### config.mk
export PLATFORM = sky130hd
export DESIGN_NAME = prog_loader
export DESIGN_NICKNAME = d
export VERILOG_FILES = /design/src/rtl/prog_loader.sv
export SDC_FILE = /design/constraint.sdc
export NUM_CORES = 1
export LEC_CHECK = 0
export ABC_AREA = 1
export CORE_MARGIN = 2
export CORE_UTILIZATION = 51
export CTS_CLUSTER_SIZE = 12
export DETAILED_ROUTE_END_ITERATION = 8
export PLACE_DENSITY = 0.86
export SYNTH_ARGS = -nofsm -noshare
export SYNTH_HDL_FRONTEND = slang
export SYNTH_SLANG_ARGS = --single-unit
export TNS_END_PERCENT = 100
### constraint.sdc
create_clock -name clk -period 3 [get_ports clk]
set_input_delay 0.6 -clock clk [delete_from_list [all_inputs] [get_ports clk]]
set_output_delay 0.6 -clock clk [all_outputs]
set_load 0.05 [all_outputs]
### src/rtl/prog_loader.sv
// Serial program loader: frames count/words/checksum bytes into 16-bit instruction-memory writes.
// Latency: each word is written in the cycle after its low byte is accepted; cpu_en rises the cycle after a good checksum.
// Backpressure: byte_ready is low in IDLE/WRITE/DONE/ERR; bytes offered then are simply not consumed.
module prog_loader #(
    parameter int          DEPTH     = 256,
    parameter logic [15:0] BASE_ADDR = 16'h0000
) (
    input  logic        clk,
    input  logic        rst,
    input  logic        start,
    input  logic        byte_valid,
    input  logic [7:0]  byte_data,
    output logic        byte_ready,
    output logic        mem_we,
    output logic [15:0] mem_addr,
    output logic [15:0] mem_wdata,
    output logic        cpu_en,
    output logic        load_done,
    output logic        err
);

    typedef enum logic [3:0] {
        S_IDLE,
        S_CNT_HI,
        S_CNT_LO,
        S_DAT_HI,
        S_DAT_LO,
        S_WRITE,
        S_CHK,
        S_DONE,
        S_ERR
    } state_t;

    state_t      state;
    state_t      state_nxt;
    logic [15:0] count;
    logic [15:0] index;
    logic [7:0]  checksum;
    logic [7:0]  hi_byte;
    logic        accept;
    logic [15:0] cnt_full;
    logic [15:0] index_inc;

    assign accept    = byte_valid && byte_ready;
    assign cnt_full  = {count[15:8], byte_data};
    assign index_inc = index + 16'd1;

    // State register; reset drops any load in progress.
    always_ff @(posedge clk) begin
        if (rst) begin
            state <= S_IDLE;
        end else begin
            state <= state_nxt;
        end
    end

    // Next-state decode of the frame: count, word pairs, checksum.
    always_comb begin
        state_nxt = state;
        case (state)
            S_IDLE:   if (start) state_nxt = S_CNT_HI;
            S_CNT_HI: if (accept) state_nxt = S_CNT_LO;
            S_CNT_LO: begin
                if (accept) begin
                    if (cnt_full == 16'd0)
                        state_nxt = S_CHK;
                    else if ({1'b0, cnt_full} > 17'(DEPTH))
                        state_nxt = S_ERR;
                    else
                        state_nxt = S_DAT_HI;
                end
            end
            S_DAT_HI: if (accept) state_nxt = S_DAT_LO;
            S_DAT_LO: if (accept) state_nxt = S_WRITE;
            S_WRITE:  state_nxt = (index_inc == count) ? S_CHK : S_DAT_HI;
            S_CHK: begin
                if (accept)
                    state_nxt = (byte_data == checksum) ? S_DONE : S_ERR;
            end
            S_DONE:   if (start) state_nxt = S_CNT_HI;
            S_ERR:    if (start) state_nxt = S_CNT_HI;
            default:  state_nxt = S_IDLE;
        endcase
    end

    // Registered outputs decoded from the next state, so they track the state register exactly.
    always_ff @(posedge clk) begin
        if (rst) begin
            byte_ready <= 1'b0;
            mem_we     <= 1'b0;
            cpu_en     <= 1'b0;
            load_done  <= 1'b0;
            err        <= 1'b0;
        end else begin
            byte_ready <= (state_nxt == S_CNT_HI) || (state_nxt == S_CNT_LO) ||
                          (state_nxt == S_DAT_HI) || (state_nxt == S_DAT_LO) ||
                          (state_nxt == S_CHK);
            mem_we     <= (state_nxt == S_WRITE);
            cpu_en     <= (state_nxt == S_DONE);
            load_done  <= (state_nxt == S_DONE);
            err        <= (state_nxt == S_ERR);
        end
    end

    // Frame datapath: count capture, running checksum, word assembly and write address.
    always_ff @(posedge clk) begin
        if (rst) begin
            count     <= 16'd0;
            index     <= 16'd0;
            checksum  <= 8'd0;
            hi_byte   <= 8'd0;
            mem_addr  <= BASE_ADDR;
            mem_wdata <= 16'd0;
        end else begin
            case (state)
                S_IDLE, S_DONE, S_ERR: begin
                    if (start) begin
                        checksum <= 8'd0;
                        index    <= 16'd0;
                    end
                end
                S_CNT_HI: begin
                    if (accept) begin
                        count[15:8] <= byte_data;
                        checksum    <= checksum ^ byte_data;
                    end
                end
                S_CNT_LO: begin
                    if (accept) begin
                        count[7:0] <= byte_data;
                        checksum   <= checksum ^ byte_data;
                    end
                end
                S_DAT_HI: begin
                    if (accept) begin
                        hi_byte  <= byte_data;
                        checksum <= checksum ^ byte_data;
                    end
                end
                S_DAT_LO: begin
                    if (accept) begin
                        checksum  <= checksum ^ byte_data;
                        mem_addr  <= BASE_ADDR + index;
                        mem_wdata <= {hi_byte, byte_data};
                    end
                end
                S_WRITE: index <= index_inc;
                default: ;
            endcase
        end
    end

endmodule

Word-level counts from Yosys, hierarchy flattened
Index checks and enable logic that the tools add are counted.
Widths: inputs -> output; s select.

word-level totals
  register bits = 88
  bits of input ports = 12
  output and inout port bits = 37
  logic and storage cells = 68

cells by class
  $add $sub $neg = 1
  magnitude comparators = 1
  equal/unequal tests = 20
  mux-type cells = 16
  bitwise operators = 1
  reduce and logical (&&, ||, !) cells = 17

operator list
  cell                   count
  $mux 4                 9
  $eq 4x3->1 const B     8
  $pmux 16 s2            1
  $pmux 4 s7             1
  $add 16x1->16 const B  1
  $eq 16x16->1           1
  $eq 4x2->1 const B     4
  $gt 16x9->1 const B    1
  $logic_not 16->1       1
  $mux 16                1
  $mux 8                 2
  $pmux 8 s2             1
  $reduce_and 2->1       5
  $eq 4x1->1 const B     2
  $eq 4x4->1 const B     2
  $eq 8x8->1             1
  $xor 8x8->8            1
  $logic_not 4->1        1
  $logic_or 1x1->1       4
  $ne 2x1->1 const B     2
  $reduce_bool 2->1      2
  $reduce_or 4->1        1
  $mux 3                 1
  $reduce_and 3->1       1
  2 further kinds        2

Depth between registers and ports, before layout
Gate-level depths: netlist (run 1).

  depth after elaboration = 10
  gate-level depth with buffers = 17
  gate-level depth less buffers = 17

Least setup slack after synthesis (run 1)
Ideal clock, no wire load.

  path type = register to register
  from = register index[0]
  to = register load_done
  setup time = 0.119 ns
  arrival = 1.790 ns
  slack = 1.092 ns
  stages on the path, launching flop included = 16
  path buffers = 0
  clock period less this slack = 1.908 ns
  cells stage by stage = dfxtp_1 ha_1 nand2_1 nor2_4 nand3_1 nand3_1 nand2_1 nor2_1 inv_1 nor2_1 nand3_1 nand2_1 and2_4 nor2_4 nand2_1 nor2_1

between the ends
  word-level cells in the longest chain between the ends = 5

ends and longest elaborated chain
  item                    line  text
  start, declared         37    logic [15:0] index;
  start signal, assigned  147   S_WRITE: index <= index_inc;
  $add 16x1->16           46    assign index_inc = index + 16'd1;
  $eq 16x16->1            75    S_WRITE: state_nxt = (index_inc == count) ? S_CHK : S_DAT_HI;
  $mux 3                  75
  $pmux 4 s7              60    case (state)
  $eq 4x3->1              100   load_done <= (state_nxt == S_DONE);
  end signal, assigned    100
  end, declared           18    output logic load_done,

Every way passes these cells.
A chain may end at the register's enable or synchronous reset.

Worst setup path in the final report (run 1)
  from = input port byte_data[4]
  to = register byte_ready

between the ends
  word-level cells in the longest chain between the ends = 10
  elaborated cells on any way between the ends = 18
  classes of those cells = 1 x order compare; 6 x eq/ne; 6 x mux; 5 x reduce/logical

ends and longest elaborated chain
  item                                             line  text
  start, declared                                  12    input logic [7:0] byte_data,
  $gt 16x9->1                                      67    else if ({1'b0, cnt_full} > 17'(DEPTH))
  $mux 4                                           67
  $mux 4                                           65    if (cnt_full == 16'd0)
  $mux 4                                           64    if (accept) begin
  $pmux 4 s7 *                                     60
  $eq 4x1->1 / $eq 4x2->1 (equally long branches)  95    byte_ready <= (state_nxt == S_CNT_HI) || (state_nxt == S_CNT_LO) ||
  $logic_or 1x1->1 (2 in series)                   95
  $logic_or 1x1->1                                 96    (state_nxt == S_DAT_HI) || (state_nxt == S_DAT_LO) ||
  $logic_or 1x1->1 *                               96
  end signal, assigned                             95
  end, declared                                    13    output logic byte_ready,

Every way passes the cells marked *; elsewhere a longest branch is shown, timed or not.

==> results.cfg, run 1 <==
[synth]
async_flop_share = 0
syn_avg_cell_area_um2 = 6.81
synthesis.area_um2 = 4190
synth.distinct_cells = 29
synthFlopType = dfxtp_1
syn_inst = 616
syn_nets = 629
synth_edf_count = 0
synth_seq_cells = 88
seq_area_frac_synth = 0.420
yosys_warnings = 0

[detailed_routing]
drtIter0Drc = 266
top_layer_used = met4
dr_wl_met3_um = 714
ant_nets = 0
firstDrtPassIters = 6
drt-met1-wl_um = 4770
drc_errors = 0
routed_wirelength_um = 10600
wl_met2_um = 4810
wire_per_inst_um = 13.7
vias_per_cell = 5.41
vias = 4177

[finish]
area_growth_pct = 18.7
diodes = 0
finalNonFillerCells = 772
stdcell_area_um2 = 4980
mostFrequentLayoutCells = nand2_1 (121), nor2_1 (101), dfxtp_1 (88)
fin_util = 0.615
fill_cells = 751
post_route_cells_drive_above_1_share = 0.0630
mostFrequentLayoutCell = nand2_1
final_nets = 675

[floorplan]
fp.dieArea_um2 = 8960
core_um2 = 8090
row_count = 33
chipHeight_um = 94.7
die_w_um = 94.7
num_io_pins = 49
initial_utilization = 0.518

[clocking]
cts_buffer_depth = 2
clock_sinks = 88
insertion_delay_ns = 0.37
cts_setup_buffers = 0
htreeDepth = 3
clockRootBuffer = clkbuf_8
clk_pin_slew_ns = 0.09
ctsHoldBuffers = 0
numCtsBuffers = 9
ctsResizeCount = 0
cts_tree = yes

[timing]
holdWs_ns = 0.479
worst_pin_slew_ns = 0.548
finalCriticalPeriod_ns = 2.35
finalHoldViolCount = 0
grt_setup_unrepaired = no
maxSlewHeadroom = 0.633
clock_skew_ns = 0.00886
setup_viol = 0
slew_viol_final = 0
setup-tns-final_ns = 0
fmax_mhz = 425
fin_crit_sh = 0.784

[min_path]
hold_path_class = flop to flop
hold_end = count[2]
hold_depth = 2
hold_start = count[2]

[global_route]
grt-ovfl-total = 0
grt_usage = 0.253
first_global_vias = 3900
grt_first_pass_wirelength_um = 17800
grt_max_degree = 47
antenna_found_initial = 0

[setup_path]
required_ns = 3.30
crit_buf_inv = 1
arrival_ns = 2.65
reg2reg_from = index[0]
path_cells = clkdlybuf4s50_1 > nor2_1 > nand2_1 > o21ai_0 > a31oi_1 > o21ai_0 > nand3_1 > nor2_1 > nand2_1 > a21oi_1
path_max_fanout = 6
setup.worst_path.class = primary input to flop
slowest_stage = clkdlybuf4s50_1
end_kind = flop
cp-start-kind = primary input
worst_r2r_endpoint = byte_ready
slowest_delay_ns = 0.60
r2r_slack_ns = 0.67
r2r_cells = 14
cp_top_family = compound AO/OA/AOI/OAI gates

[placement]
dp.final_hpwl_um = 7420
dp.cells = 756
dpl_cell_area_um2 = 4780
portBuffers = 48
routabilityCongestion = 0.887

[power_and_ir_drop]
ir_drop_uv = 327
pwr_density_cell_nw_per_um2 = 453
leakagePower_nw = 2.01

[run_status]
outcome = complete, no violations

[flow_run]
maxCapViolCount = 0
routing by layer:
metal | GRT usage | up-vias
met2 | 0.401 | 165
li1 | - | 2109
met3 | 0.0447 | 30
met5 | 0 | -
met1 | 0.339 | 1873
met4 | 0.105 | 0
through the flow:
step | power, mW | setup WS, ns
2_1_floorplan | 1.39 | 1.09
3_3_place_gp | 1.46 | 0.366
3_5_place_dp | 1.46 | 0.317
4_1_cts | 2.27 | 0.653
5_1_grt | 2.35 | 0.334
6_report | 2.26 | 0.647
cells in the mapped netlist, types with 2 or more instances:
cell type  instances  area [um^2]
o21ai_0           66          330
a31oi_1            3         18.8
xnor2_1            3         26.3
o211a_1            2         20.0
nand2_1          121          454
nor2_2             4         25.0
nor3_1             3         15.0
nor2_1           102          383
or2_2              2         12.5
inv_1             51          191
nand4_1           11         68.8
xor2_1             8         70.1
dfxtp_1           88         1760
a21oi_1           56          280
clkbuf_1          19         71.3
nand3_1           59          295
nor2_4             6         67.6
worst register-to-register path, cell delays in order, from the launching register on:
cell	delay (ns)
dfxtp_1	0.48
ha_1	0.27
nand3_1	0.20
nor2_2	0.21
nand2_1	0.07
nand2_1	0.13
nor2_1	0.06
nor2_1	0.13
nand2_1	0.07
nor2_1	0.12
nand3_1	0.09
nand2_1	0.09
and2_4	0.16
nand2_1	0.06
a21oi_1	0.14
flip-flops by register name (all words and copies together) (netlist names):
name and count:
count 16, mem_we 1, byte_ready 1, mem_wdata 16, state 4, index 16
err 1, hi_byte 8, mem_addr 16, load_done 1, checksum 8
final cells by class:
cell class	instances	area, um^2	area share
sequential	88	1760	0.354
clock inverter	7	71.3	0.0143
inverter	53	199	0.0400
multi-input combinational	454	2150	0.432
clock buffer	9	124	0.0249
timing repair buffer	56	541	0.109
tap	105	131	0.0264
power by group:
part	total [mW]	internal, mW	switching, mW
Sequential	1.21	1.19	0.0179
Clock	0.816	0.327	0.489
Combinational	0.231	0.0815	0.150
Total	2.26	1.60	0.656
worst max path at each step:
stage,start,to,depth (start not counted)
2_1_floorplan,index[0],load_done,15
4_1_cts,index[0],byte_ready,14
3_3_place_gp,byte_data[4],byte_ready,10
6_report,byte_data[4],byte_ready,10
3_5_place_dp,byte_data[4],byte_ready,10
5_1_grt,index[0],byte_ready,14
cell families (layout without fill, tap and decap cells):
logic type	after synthesis	count (layout)	share of synthesized area
compound gates	129	129	0.158
flops	88	88	0.420
buf+inv	74	125	0.0674
xor+xnor	12	12	0.0284
fa+ha+maj	1	1	0.00298
simple gates	312	312	0.323
Power figures use the tool's default switching activity.
==> run 2, diff against run 1 <==
==> constraint.sdc (replaced) <==
create_clock -name clk -period 2.2 [get_ports clk]
set_input_delay 0.44 -clock clk [delete_from_list [all_inputs] [get_ports clk]]
set_output_delay 0.44 -clock clk [all_outputs]
set_load 0.05 [all_outputs]
==> results.cfg, run 2 (synthesis results as in run 1) <==
[clocking]
ctsHoldBuffers = 0
cts_tree = yes
htreeDepth = 3
cts_buffer_depth = 2
numCtsBuffers = 9
clk_pin_slew_ns = 0.11
clockRootBuffer = clkbuf_8
clock_sinks = 88
insertion_delay_ns = 0.37

[detailed_routing]
vias_per_cell = 5.59
ant_nets = 0
wire_per_inst_um = 14.5
drtIter0Drc = 236
routed_wirelength_um = 11700
vias = 4494
drc_errors = 0
firstDrtPassIters = 5

[run_status]
outcome = complete, no violations

[finish]
multi_input_area_um2 = 2200
area_growth_pct = 26.6
mostFrequentLayoutCell = nand2_1
fin_util = 0.656
mostFrequentLayoutCells = nand2_1 (118), nor2_1 (98), dfxtp_1 (81)
finalNonFillerCells = 804
diodes = 0
fill_cells = 692
post_route_cells_drive_above_1_share = 0.132
layout.area.seq_um2 = 1770
stdcell_area_um2 = 5310
final_nets = 707

[timing]
setup-tns-final_ns = 0
finalCriticalPeriod_ns = 2.13
holdWs_ns = 0.481
grt_setup_unrepaired = yes
fmax_mhz = 470
slew_viol_final = 0
fin_crit_sh = 0.968
finalHoldViolCount = 0
worst_pin_slew_ns = 0.764
clock_skew_ns = 0.0124
setup_viol = 0
final.setup.worst_slack_ns = 0.0715
maxSlewHeadroom = 0.490

[global_route]
grt_max_degree = 33
grt_first_pass_wirelength_um = 18900
grt_usage = 0.267
first_global_vias = 4263
antenna_found_initial = 0
grt-ovfl-total = 0

[setup_path]
arrival_ns = 2.41
end_kind = flop
cp-start-kind = flop
r2r_cells = 14
path_max_fanout = 4
crit_top_cell = nand2_1
required_ns = 2.48
slowest_delay_ns = 0.39
setup.worst_path.class = flop to flop
path_cells = ha_4 > nand3_1 > nor2_2 > nand2_1 > nand2_1 > nor2_1 > nor2_1 > nand2_1 > nor2_2 > nand3_2 > nand2_2 > and2_4 > nand2_1 > a21oi_1
slowest_stage = dfxtp_4

[placement]
dp.final_hpwl_um = 8190
routabilityCongestion = 0.888
dp_slack_ns = -0.126
portBuffers = 48
dpl_cell_area_um2 = 5000
dp.cells = 783

[floorplan]
num_io_pins = 49
chipHeight_um = 94.7
fp.dieArea_um2 = 8960
row_count = 33
core_um2 = 8090
die_w_um = 94.7
initial_utilization = 0.518

[flow_run]
maxCapViolCount = 0

[power_and_ir_drop]
pwr_density_cell_nw_per_um2 = 594
total_power_mw = 3.15
leakagePower_nw = 2.19
ir_drop_uv = 469

[min_path]
hold_depth = 2
hold_path_class = flop to flop
-- run 2: cell count changes in the layout (fill, tap and decap cells not counted), moves of 3 or more --
| cell | before | now |
|---|---|---|
| nor2_1 | 101 | 98 |
| buf_4 | 8 | 38 |
| nand3_2 | 0 | 4 |
| nand2_2 | 1 | 4 |
| nand3_1 | 59 | 55 |
| nand2_1 | 121 | 118 |
| dfxtp_2 | 0 | 6 |
| dfxtp_1 | 88 | 81 |
-- run 2: report_power, final --
part           internal (mW)  total [mW]  switching, mW
clock network          0.458        1.14          0.682
logic                  0.143       0.367          0.225
registers               1.62        1.65         0.0239
-- run 2: path summary, 6_finish.rpt --
| check | startpoint | to | slack [ns] |
|---|---|---|---|
| max | index[0] | byte_ready | 0.07 |
| min | count[4] | count[4] | 0.48 |
| max reg2reg | index[0] | byte_ready | 0.07 |
| min reg2reg | count[4] | count[4] | 0.48 |
-- run 2: critical path: cells and delay by family (launching register included) --
kind,cells,cell delay (ns)
AOI/OAI and AO/OA,1,0.16
and+or+nand+nor,12,1.34
DFF,1,0.39
adders and majority gates,1,0.16
-- run 2: layout make-up --
cell class	count	area share
repair buffers	88	0.150
clock inverters	7	0.0153
multi-input cells	454	0.415
clock buffers	9	0.0233
inverters	53	0.0375
well taps	105	0.0247
flip-flops and latches	88	0.334
-- run 2: what timing repair did --
action | CTS | global route
resized for setup | 4 | 18
buffers inserted | 0 | 5
gates cloned | 0 | 0
pin swaps | 1 | 7
hold endpoints to repair | 0 | 0
setup endpoints to repair | 1 | 19
-- run 2: per-layer routing --
metal  GRT usage  wire length, um
met5           0                0
met3      0.0471              875
met1       0.334             4890
met2       0.451             5640
met4       0.115              263
